File: src/rtl/card_pkg.sv
// card_pkg: deck constants, card field layout, dealer states and LFSR step.
package card_pkg;
  localparam int DECK_SIZE = 52;
  localparam int RANKS = 13;
  localparam int HAND_MAX = 3;
  localparam logic [5:0] CARD_EMPTY = 6'd0;
  localparam int SUIT_MSB = 5;
  localparam int SUIT_LSB = 4;
  localparam int RANK_MSB = 3;
  localparam int RANK_LSB = 0;
  localparam logic [1:0] S_IDLE = 2'd0;
  localparam logic [1:0] S_FETCH = 2'd1;
  localparam logic [1:0] S_PROBE = 2'd2;
  // Fibonacci LFSR with taps 16,14,13,11, shifting toward the MSB
  function automatic logic [15:0] lfsr_next(input logic [15:0] l);
    return {l[14:0], l[15] ^ l[13] ^ l[12] ^ l[10]};
  endfunction
endpackage

File: src/rtl/idx_to_card.sv
// idx_to_card: maps deck index 0..51 to {suit, rank} with rank 1..13, no divider.
module idx_to_card
  import card_pkg::*;
(
  input  logic [5:0] i_idx,
  output logic [5:0] o_card
);
  logic [1:0] w_suit;
  logic [5:0] w_off;
  logic [3:0] w_rank;
  always_comb begin
    w_suit = i_idx >= 6'(3 * RANKS) ? 2'd3 : i_idx >= 6'(2 * RANKS) ? 2'd2 : i_idx >= 6'(RANKS) ? 2'd1 : 2'd0;
    w_off = i_idx >= 6'(3 * RANKS) ? 6'(3 * RANKS) : i_idx >= 6'(2 * RANKS) ? 6'(2 * RANKS) : i_idx >= 6'(RANKS) ? 6'(RANKS) : 6'd0;
    w_rank = 4'(i_idx - w_off + 6'd1);
    o_card = CARD_EMPTY;
    o_card[SUIT_MSB:SUIT_LSB] = w_suit;
    o_card[RANK_MSB:RANK_LSB] = w_rank;
  end
endmodule

File: src/rtl/card_dealer.sv
// card_dealer: draws cards without replacement from a 52-card deck using a
// free-running LFSR and linear probing, building a hand of up to 3 cards.
module card_dealer
  import card_pkg::*;
#(
  parameter logic [15:0] LFSR_SEED = 16'hACE1
) (
  input  logic       clk,
  input  logic       rst,
  input  logic       deal,
  input  logic       new_hand,
  input  logic       shuffle,
  output logic [5:0] card1,
  output logic [5:0] card2,
  output logic [5:0] card3,
  output logic [1:0] num,
  output logic       busy,
  output logic       dealt,
  output logic       deck_empty
);
  localparam logic [15:0] SEED = LFSR_SEED == 16'd0 ? 16'h0001 : LFSR_SEED;
  logic [15:0] r_lfsr;
  logic [51:0] r_used;
  logic [5:0] r_idx, r_cnt;
  logic [1:0] r_state;
  logic [5:0] w_card, w_fetch, w_next_idx;
  logic w_idle, w_accept, w_hit;
  idx_to_card u_map (.i_idx(r_idx), .o_card(w_card));
  // the count guard also covers the cycle between the last commit and deck_empty rising
  always_comb begin
    w_idle = r_state == S_IDLE;
    w_accept = deal && num != 2'(HAND_MAX) && r_cnt != 6'(DECK_SIZE);
    w_hit = !r_used[r_idx];
    w_fetch = r_lfsr[5:0] >= 6'(DECK_SIZE) ? r_lfsr[5:0] - 6'(DECK_SIZE) : r_lfsr[5:0];
    w_next_idx = r_idx == 6'(DECK_SIZE - 1) ? 6'd0 : r_idx + 6'd1;
  end
  assign busy = !w_idle;
  always_ff @(posedge clk) begin
    if (rst) begin
      r_lfsr <= SEED;
      r_used <= '0;
      r_idx <= '0;
      r_cnt <= '0;
      r_state <= S_IDLE;
      card1 <= CARD_EMPTY;
      card2 <= CARD_EMPTY;
      card3 <= CARD_EMPTY;
      num <= '0;
      dealt <= 1'b0;
      deck_empty <= 1'b0;
    end else begin
      r_lfsr <= lfsr_next(r_lfsr);
      dealt <= 1'b0;
      deck_empty <= r_cnt == 6'(DECK_SIZE);
      case (r_state)
        S_IDLE: begin
          if (shuffle || new_hand) begin
            card1 <= CARD_EMPTY;
            card2 <= CARD_EMPTY;
            card3 <= CARD_EMPTY;
            num <= '0;
          end
          if (shuffle) begin
            r_used <= '0;
            r_cnt <= '0;
            deck_empty <= 1'b0;
          end else if (!new_hand && w_accept) r_state <= S_FETCH;
        end
        S_FETCH: begin
          r_idx <= w_fetch;
          r_state <= S_PROBE;
        end
        S_PROBE: begin
          if (w_hit) begin
            if (num == 2'd0) card1 <= w_card;
            else if (num == 2'd1) card2 <= w_card;
            else card3 <= w_card;
            num <= num + 2'd1;
            r_used[r_idx] <= 1'b1;
            r_cnt <= r_cnt + 6'd1;
            dealt <= 1'b1;
            r_state <= S_IDLE;
          end else r_idx <= w_next_idx;
        end
        default: r_state <= S_IDLE;
      endcase
    end
  end
endmodule
File: config.mk
export PLATFORM = sky130hd
export DESIGN_NAME = card_dealer
export DESIGN_NICKNAME = d
export VERILOG_FILES = /design/src/rtl/card_pkg.sv /design/src/rtl/idx_to_card.sv /design/src/rtl/card_dealer.sv
export SDC_FILE = /design/constraint.sdc
export NUM_CORES = 1
export LEC_CHECK = 0
export ABC_AREA = 1
export ABC_CLOCK_PERIOD_IN_PS = 7300
export BUFFER_PORTS_ARGS = -buffer_cell sky130_fd_sc_hd__buf_2
export CORE_ASPECT_RATIO = 0.75
export CORE_MARGIN = 3
export CORE_UTILIZATION = 50
export DETAILED_ROUTE_END_ITERATION = 12
export PLACE_DENSITY = 0.71
export SLEW_MARGIN = 25
export SYNTH_ARGS = -nofsm -noshare
export SYNTH_HDL_FRONTEND = slang
export SYNTH_SLANG_ARGS = --single-unit
File: constraint.sdc
create_clock -name clk -period 7.3 [get_ports clk]
set_input_delay 1.46 -clock clk [delete_from_list [all_inputs] [get_ports clk]]
set_output_delay 1.46 -clock clk [all_outputs]
set_load 0.1 [all_outputs]
# ---- Yosys cells after proc, flatten, opt, wreduce, memory -nomap -nowiden
# Index checks and enable logic that the tools add are counted.
dict set report op_classes {
  addsub 6
  n_bitwise 5
  n_lt_le_gt_ge 6
  mux 42
  reduce_logical 19
  n_eq_ne 17
}
# operator n
set op_table {}
lappend op_table {{52-bit two-way mux} 2}
lappend op_table {{52-bit one-hot mux with 2 select lines} 1}
lappend op_table {{6-bit two-way mux} 14}
lappend op_table {{6-bit one-hot mux with 2 select lines} 5}
lappend op_table {{52-bit bitwise OR} 1}
lappend op_table {{2-bit != test, second input constant} 9}
lappend op_table {{2-bit two-way mux} 7}
lappend op_table {{6-bit by 1-bit adder with 6-bit output, second input constant} 2}
lappend op_table {{6-bit == test, second input constant} 2}
lappend op_table {{6-bit >= comparator, second input constant} 2}
lappend op_table {{4-bit two-way mux} 3}
lappend op_table {{5-bit AND reduction} 2}
lappend op_table {{3-bit AND reduction} 3}
lappend op_table {{6-bit by 7-bit less-than comparator with 1-bit output, second input constant} 1}
lappend op_table {{1-bit binary-select mux with 6-bit select} 1}
lappend op_table {{1-bit demux with 6-bit select} 1}
lappend op_table {{6-bit by 1-bit >= comparator with 1-bit output, second input constant} 1}
lappend op_table {{6-bit by 4-bit >= comparator with 1-bit output, second input constant} 1}
lappend op_table {{6-bit by 5-bit >= comparator with 1-bit output, second input constant} 1}
lappend op_table {{1-bit two-way mux} 6}
lappend op_table {{6-bit != test, second input constant} 1}
lappend op_table {{2-bit one-hot mux with 3 select lines} 1}
lappend op_table {{6-bit subtractor, second input constant} 1}
lappend op_table {{4-bit by 1-bit adder with 4-bit output, second input constant} 1}
lappend op_table {{other kinds (16)} 26}
dict set report word_totals {
  reg_bits 104
  output_inout_bits 23
  word_cells 106
  in_bits 5
}

# ---- Logic depth before layout (Yosys ltp)
dict set report logic_depth {
  ltp_word 10
  mapped_depth 20
  mapped_depth_nobuf 19
}

# ---- Hierarchy
# Synthesis repeated with hierarchy kept, for this count alone.
dict set report unflattened {
  cells_unflattened 706
  area_unflattened_um2 5022.3
}
# module area_per_inst_um2 cells_per_inst n_inst seq_area_each_um2
set modules_own_cells {}
lappend modules_own_cells {card_dealer 4797.1 665 1 2082.0}
lappend modules_own_cells {idx_to_card 225.2 41 1 0.0}

# ---- Worst setup path after synthesis
# OpenSTA, ideal clock, no wires.
dict set report synth_path {
  path_type {reg-to-reg}
  startpoint {register r_idx[0]}
  endpoint {register card3[3]}
  setup_ns 0.117
  stages_incl_launch_ff 18
  slack_ns 4.568
  t_required_ns 7.183
  t_arrival_ns 2.615
  cell_sequence {dfxtp_1 -> inv_2 -> buf_6 -> ha_1 -> o211ai_1 -> nand2_1 -> ha_1 -> inv_1 -> ha_1 -> fa_1 -> xor2_1 -> nand3_1 -> nand2_1 -> nand4_1 -> nand3_1 -> nand3_1 -> nand2_1 -> nor2_1}
}
dict set report synth_between {
  elab_chain_cells 10
  word_cells_on_any_way 16
  cone_classes {add/sub (2); order compare (3); eq/ne (1); mux (9); reduce/logical (1)}
}
# element line_no
set synth_lines {}
lappend synth_lines {{start: declaration} card_dealer.sv:24} ;# logic [5:0] r_idx, r_cnt;
lappend synth_lines {{start signal: assignment} card_dealer.sv:70} ;# r_idx <= w_fetch;
lappend synth_lines {{start signal: assignment} card_dealer.sv:83} ;# end else r_idx <= w_next_idx;
lappend synth_lines {{6-bit by 4-bit >= comparator with 1-bit output} idx_to_card.sv:13} ;# w_off = i_idx >= 6'(3 * RANKS) ? 6'(3 * RANKS) : i_idx >= 6'(2 * RANKS) ? 6'(2 * RANKS) : i_idx >= 6'(RANKS) ? ...
lappend synth_lines {{4-bit two-way mux (3 in a row)} idx_to_card.sv:13}
lappend synth_lines {{4-bit subtractor} idx_to_card.sv:14} ;# w_rank = 4'(i_idx - w_off + 6'd1);
lappend synth_lines {{4-bit by 1-bit adder with 4-bit output} idx_to_card.sv:14}
lappend synth_lines {{6-bit two-way mux} card_dealer.sv:76} ;# else if (num == 2'd1) card2 <= w_card;
lappend synth_lines {{6-bit two-way mux} card_dealer.sv:75} ;# if (num == 2'd0) card1 <= w_card;
lappend synth_lines {{6-bit two-way mux} card_dealer.sv:74} ;# if (w_hit) begin
lappend synth_lines {{6-bit one-hot mux with 2 select lines} card_dealer.sv:55} ;# case (r_state)
lappend synth_lines {{end signal: assignment} card_dealer.sv:77} ;# else card3 <= w_card;
lappend synth_lines {{end: declaration} card_dealer.sv:15} ;# output logic [5:0] card3,
# Parallel ways exist; a longest one is shown, timed or not. The select of a mux whose other input is x is not followed.
# A chain may end at the register's enable or synchronous reset.

# ---- Worst setup path after layout
dict set report layout_path {
  startpoint {register r_idx[0]}
  endpoint {register card2[3]}
}
dict set report layout_between {
  elab_chain_cells 10
  word_cells_on_any_way 16
  cone_classes {add/sub (2); order compare (3); eq/ne (1); mux (9); reduce/logical (1)}
}
# element line_no
set layout_lines {}
lappend layout_lines {{6-bit by 4-bit >= comparator with 1-bit output} idx_to_card.sv:13}
lappend layout_lines {{4-bit two-way mux (3 in a row)} idx_to_card.sv:13}
lappend layout_lines {{4-bit subtractor} idx_to_card.sv:14}
lappend layout_lines {{4-bit by 1-bit adder with 4-bit output} idx_to_card.sv:14}
lappend layout_lines {{6-bit two-way mux} card_dealer.sv:76}
lappend layout_lines {{6-bit two-way mux} card_dealer.sv:75}
lappend layout_lines {{6-bit two-way mux} card_dealer.sv:74}
lappend layout_lines {{6-bit one-hot mux with 2 select lines} card_dealer.sv:55}
lappend layout_lines {{end signal: assignment} card_dealer.sv:76}
lappend layout_lines {{end: declaration} card_dealer.sv:14} ;# output logic [5:0] card2,
# Parallel ways exist; a longest one is shown, timed or not. The select of a mux whose other input is x is not followed.

==> flow_summary.json <==
{
  "final_layout_size_suffix_gt1_share_pct": 10.5,
  "ir_drop_mv": 0.125,
  "critPathKind": "flop to flop",
  "grtUsageMet2_pct": 33.3,
  "ctsHoldBuffers": 0,
  "ios": 28,
  "finClkSkew_ps": 5.74,
  "yosysUniqueCellTypes": 35,
  "clk_latency_ps": 350,
  "vias": 4915,
  "tns_ps": 0,
  "path_delay_family": "simple AND/OR/NAND/NOR gates",
  "status": "completed",
  "finalNonFillerCells": 920,
  "period_share_pct": 50.9,
  "cts.clk_slew.worst_paths_ps": 70,
  "hp-start": "r_lfsr[7]$_SDFF_PP1_",
  "wl_um": 12700,
  "cts_sinks": 104,
  "rsz0062_at_grt": "false",
  "setup_viol": 0,
  "hold_violations": 0,
  "overflow": 0,
  "total_leakage_power_nw": 2.42,
  "drt-vias-per-instance": 5.34,
  "ys_seq_area_share_pct": 39.1,
  "gp_congestion": 0.893,
  "p_clk_share_pct": 37.0,
  "die_h_um": 95.4,
  "dp_slack_ps": 3780,
  "p_seq_share_pct": 48.4,
  "ys_warn_count": 0,
  "fin_area_sq_um": 5690,
  "slowest_delay_ps": 400,
  "place_inst": 904,
  "worstPathCellList": "buf_4 -> inv_2 -> ha_1 -> o211ai_1 -> nand3_1 -> nand3_1 -> inv_1 -> ha_1 -> fa_1 -> xor2_1 -> nand3_1 -> nand2_1 -> nand4_1 -> nand3_1 -> nand3_1 -> nand2_1 -> nor2_1",
  "p_comb_share_pct": 14.5,
  "cts_resized": 0,
  "clk_path_buf_depth": 2,
  "fillers": 968,
  "h-tree-depth": 3,
  "initial_core_util_pct": 53.2,
  "slowest_stage": "fa_1",
  "path_common_cell": "nand3_1",
  "ys_ff_latch": 104,
  "slew_violations": 0,
  "portBuffers": 27,
  "num_rows": 31,
  "cap_violations": 0,
  "grtUsageMet1_pct": 30.7,
  "grt-busiest-layer": "met2",
  "hpwlAfterDp_um": 8730,
  "antenna_left": 0,
  "first_global_vias": 4409,
  "hp-class": "flop to flop",
  "place_area_sq_um": 5400,
  "post_cts_buffers": 0,
  "timing.final.ws_setup_ps": 3590,
  "wl_per_cell_um": 13.8,
  "grt_pass1_wl_um": 21200,
  "period_needed_ps": 3710,
  "antennaDiodeCount": 0,
  "cts-root-buf": "clkbuf_16",
  "synth.cell_area_sq_um": 5330,
  "path_buf_inv": 3,
  "grt_use_total_pct": 21.8,
  "syn-instance-count": 778,
  "power_switching_share_pct": 30.3,
  "final_nets": 802,
  "crit_arrival_ps": 3960,
  "worst_pin_slew_ps": 903,
  "synth_ff_type": "dfxtp_1",
  "r2r-start": "r_idx[0]$_SDFFE_PP0P_",
  "synthArstFlopShare_pct": 0,
  "cts_buffers": 9,
  "synth.avg_cell_area_sq_um": 6.85,
  "p_int_uw": 857,
  "syn_to_final_growth_pct": 6.74,
  "worstSetupStartpoint": "r_idx[0]$_SDFFE_PP0P_",
  "grt_use_met3_pct": 5.04,
  "slew_headroom_pct": 39.7,
  "grt_antenna_before_repair": 0,
  "required_ps": 7540,
  "multiInputGateArea_sq_um": 2610,
  "end_kind": "flop",
  "p_per_area_nw_per_um2": 216,
  "die_area_sq_um": 11900,
  "switchingPower_uw": 372,
  "drt_first_pass_iters": 5,
  "drt_iter0_drc": 611,
  "seq_area_sq_um": 2080,
  "grt_start_max_net_pins": 60,
  "remaining_drc_errors": 0,
  "cp_max_fo": 40,
  "max_clock_freq_ghz": 0.269,
  "core_area_sq_um": 10000,
  "cts_tree": "yes",
  "synth_edf_count": 0,
  "synthesis.nets": 797,
  "die_x_um": 125,
  "startpoint_type": "flop"
}
[cells by family after synthesis]
kind of cell / Yosys count / share of synthesized area, %
flops: 104 / 39.1
fa+ha+maj: 14 / 3.43
compound gates: 128 / 14.0
xor+xnor: 9 / 1.48
buf+inv: 138 / 12.1
simple gates: 385 / 30.0
[worst min-delay path, stage by stage, from the launching register on]
cell and delay, ps:
dfxtp_1 300, inv_1 40, nor2_1 30
[cells in the mapped netlist, types with 4 or more instances]
cell type  number  share of area, %
clkbuf_1       13              0.92
buf_4           5              0.70
nand2_1       180                13
a22oi_1         4              0.56
nor2_1        118               8.3
nand3_1        66               6.2
buf_2           9              0.85
a21oi_2        18               3.0
o21ai_0        19               1.8
buf_6           6               1.3
o211ai_1        8               1.1
inv_1          98               6.9
or2_2           7              0.82
o21ai_1         7              0.66
ha_1           13               3.1
a21oi_1        69               6.5
xor2_1          6              0.99
dfxtp_1       104                39
[flip-flops by register name (all words and copies together), names as in the netlist]
name and cells:
r_used 52, r_lfsr 16, card1 6, card2 6, card3 6, r_cnt 6, r_idx 6, num 2
r_state 2, dealt 1, deck_empty 1
[through the flow]
stage	hold WS [ps]	util [%]	total power, mW
2_1_floorplan	388	-	0.760
3_3_place_gp	394	53.9	0.780
3_5_place_dp	397	53.9	0.785
4_1_cts	410	56.8	1.24
5_1_grt	425	56.8	1.28
6_report	408	56.8	1.23
[layout by cell type, fill, tap and decap left out, types with 3 or more instances in the layout]
| cell | count |
|---|---|
| o211ai_1 | 8 |
| buf_4 | 4 |
| buf_2 | 27 |
| nand2_1 | 180 |
| or2_2 | 7 |
| xor2_1 | 6 |
| o21ai_0 | 18 |
| dfxtp_1 | 104 |
| a21oi_2 | 18 |
| nor2_2 | 3 |
| nand3_1 | 66 |
| a22oi_1 | 4 |
| xnor2_1 | 3 |
| a21oi_1 | 69 |
| ha_1 | 13 |
| inv_1 | 98 |
| o21ai_1 | 7 |
| clkbuf_16 | 9 |
| clkinv_4 | 5 |
| nor2_1 | 118 |
[power groups by stage]
stage / clock network, mW / registers [mW] / logic (mW)
after CTS: 0.465 / 0.595 / 0.178
after global routing: 0.490 / 0.597 / 0.196
after global placement: 0 / 0.608 / 0.173
after detailed placement: 0 / 0.608 / 0.177
final: 0.455 / 0.596 / 0.179
after floorplan: 0 / 0.658 / 0.103
[path summary, 6_finish.rpt]
kind	slack (ps)	cells after the start	to
setup / recovery	3590	17	card2[3]$_SDFFE_PP0P_
hold reg to reg	410	2	r_lfsr[8]$_SDFF_PP0_
hold / removal	410	2	r_lfsr[8]$_SDFF_PP0_
setup reg to reg	3590	17	card2[3]$_SDFFE_PP0P_
[routing by layer]
metal | share of wire (%) | vias up
met2 | 44 | 169
met3 | 8.1 | 22
met1 | 46 | 2278
met5 | 0 | -
li1 | - | 2446
met4 | 1.7 | 0
[cell type report]
cell class	instances	area share (%)
Clock buffer	9	3.96
Clock inverter	7	1.03
Inverter	101	6.67
Multi-Input combinational cell	536	45.9
Sequential cell	104	36.6
Tap cell	132	2.90
Timing Repair Buffer	31	2.90
Note: power is estimated with default switching activity, not from simulation.
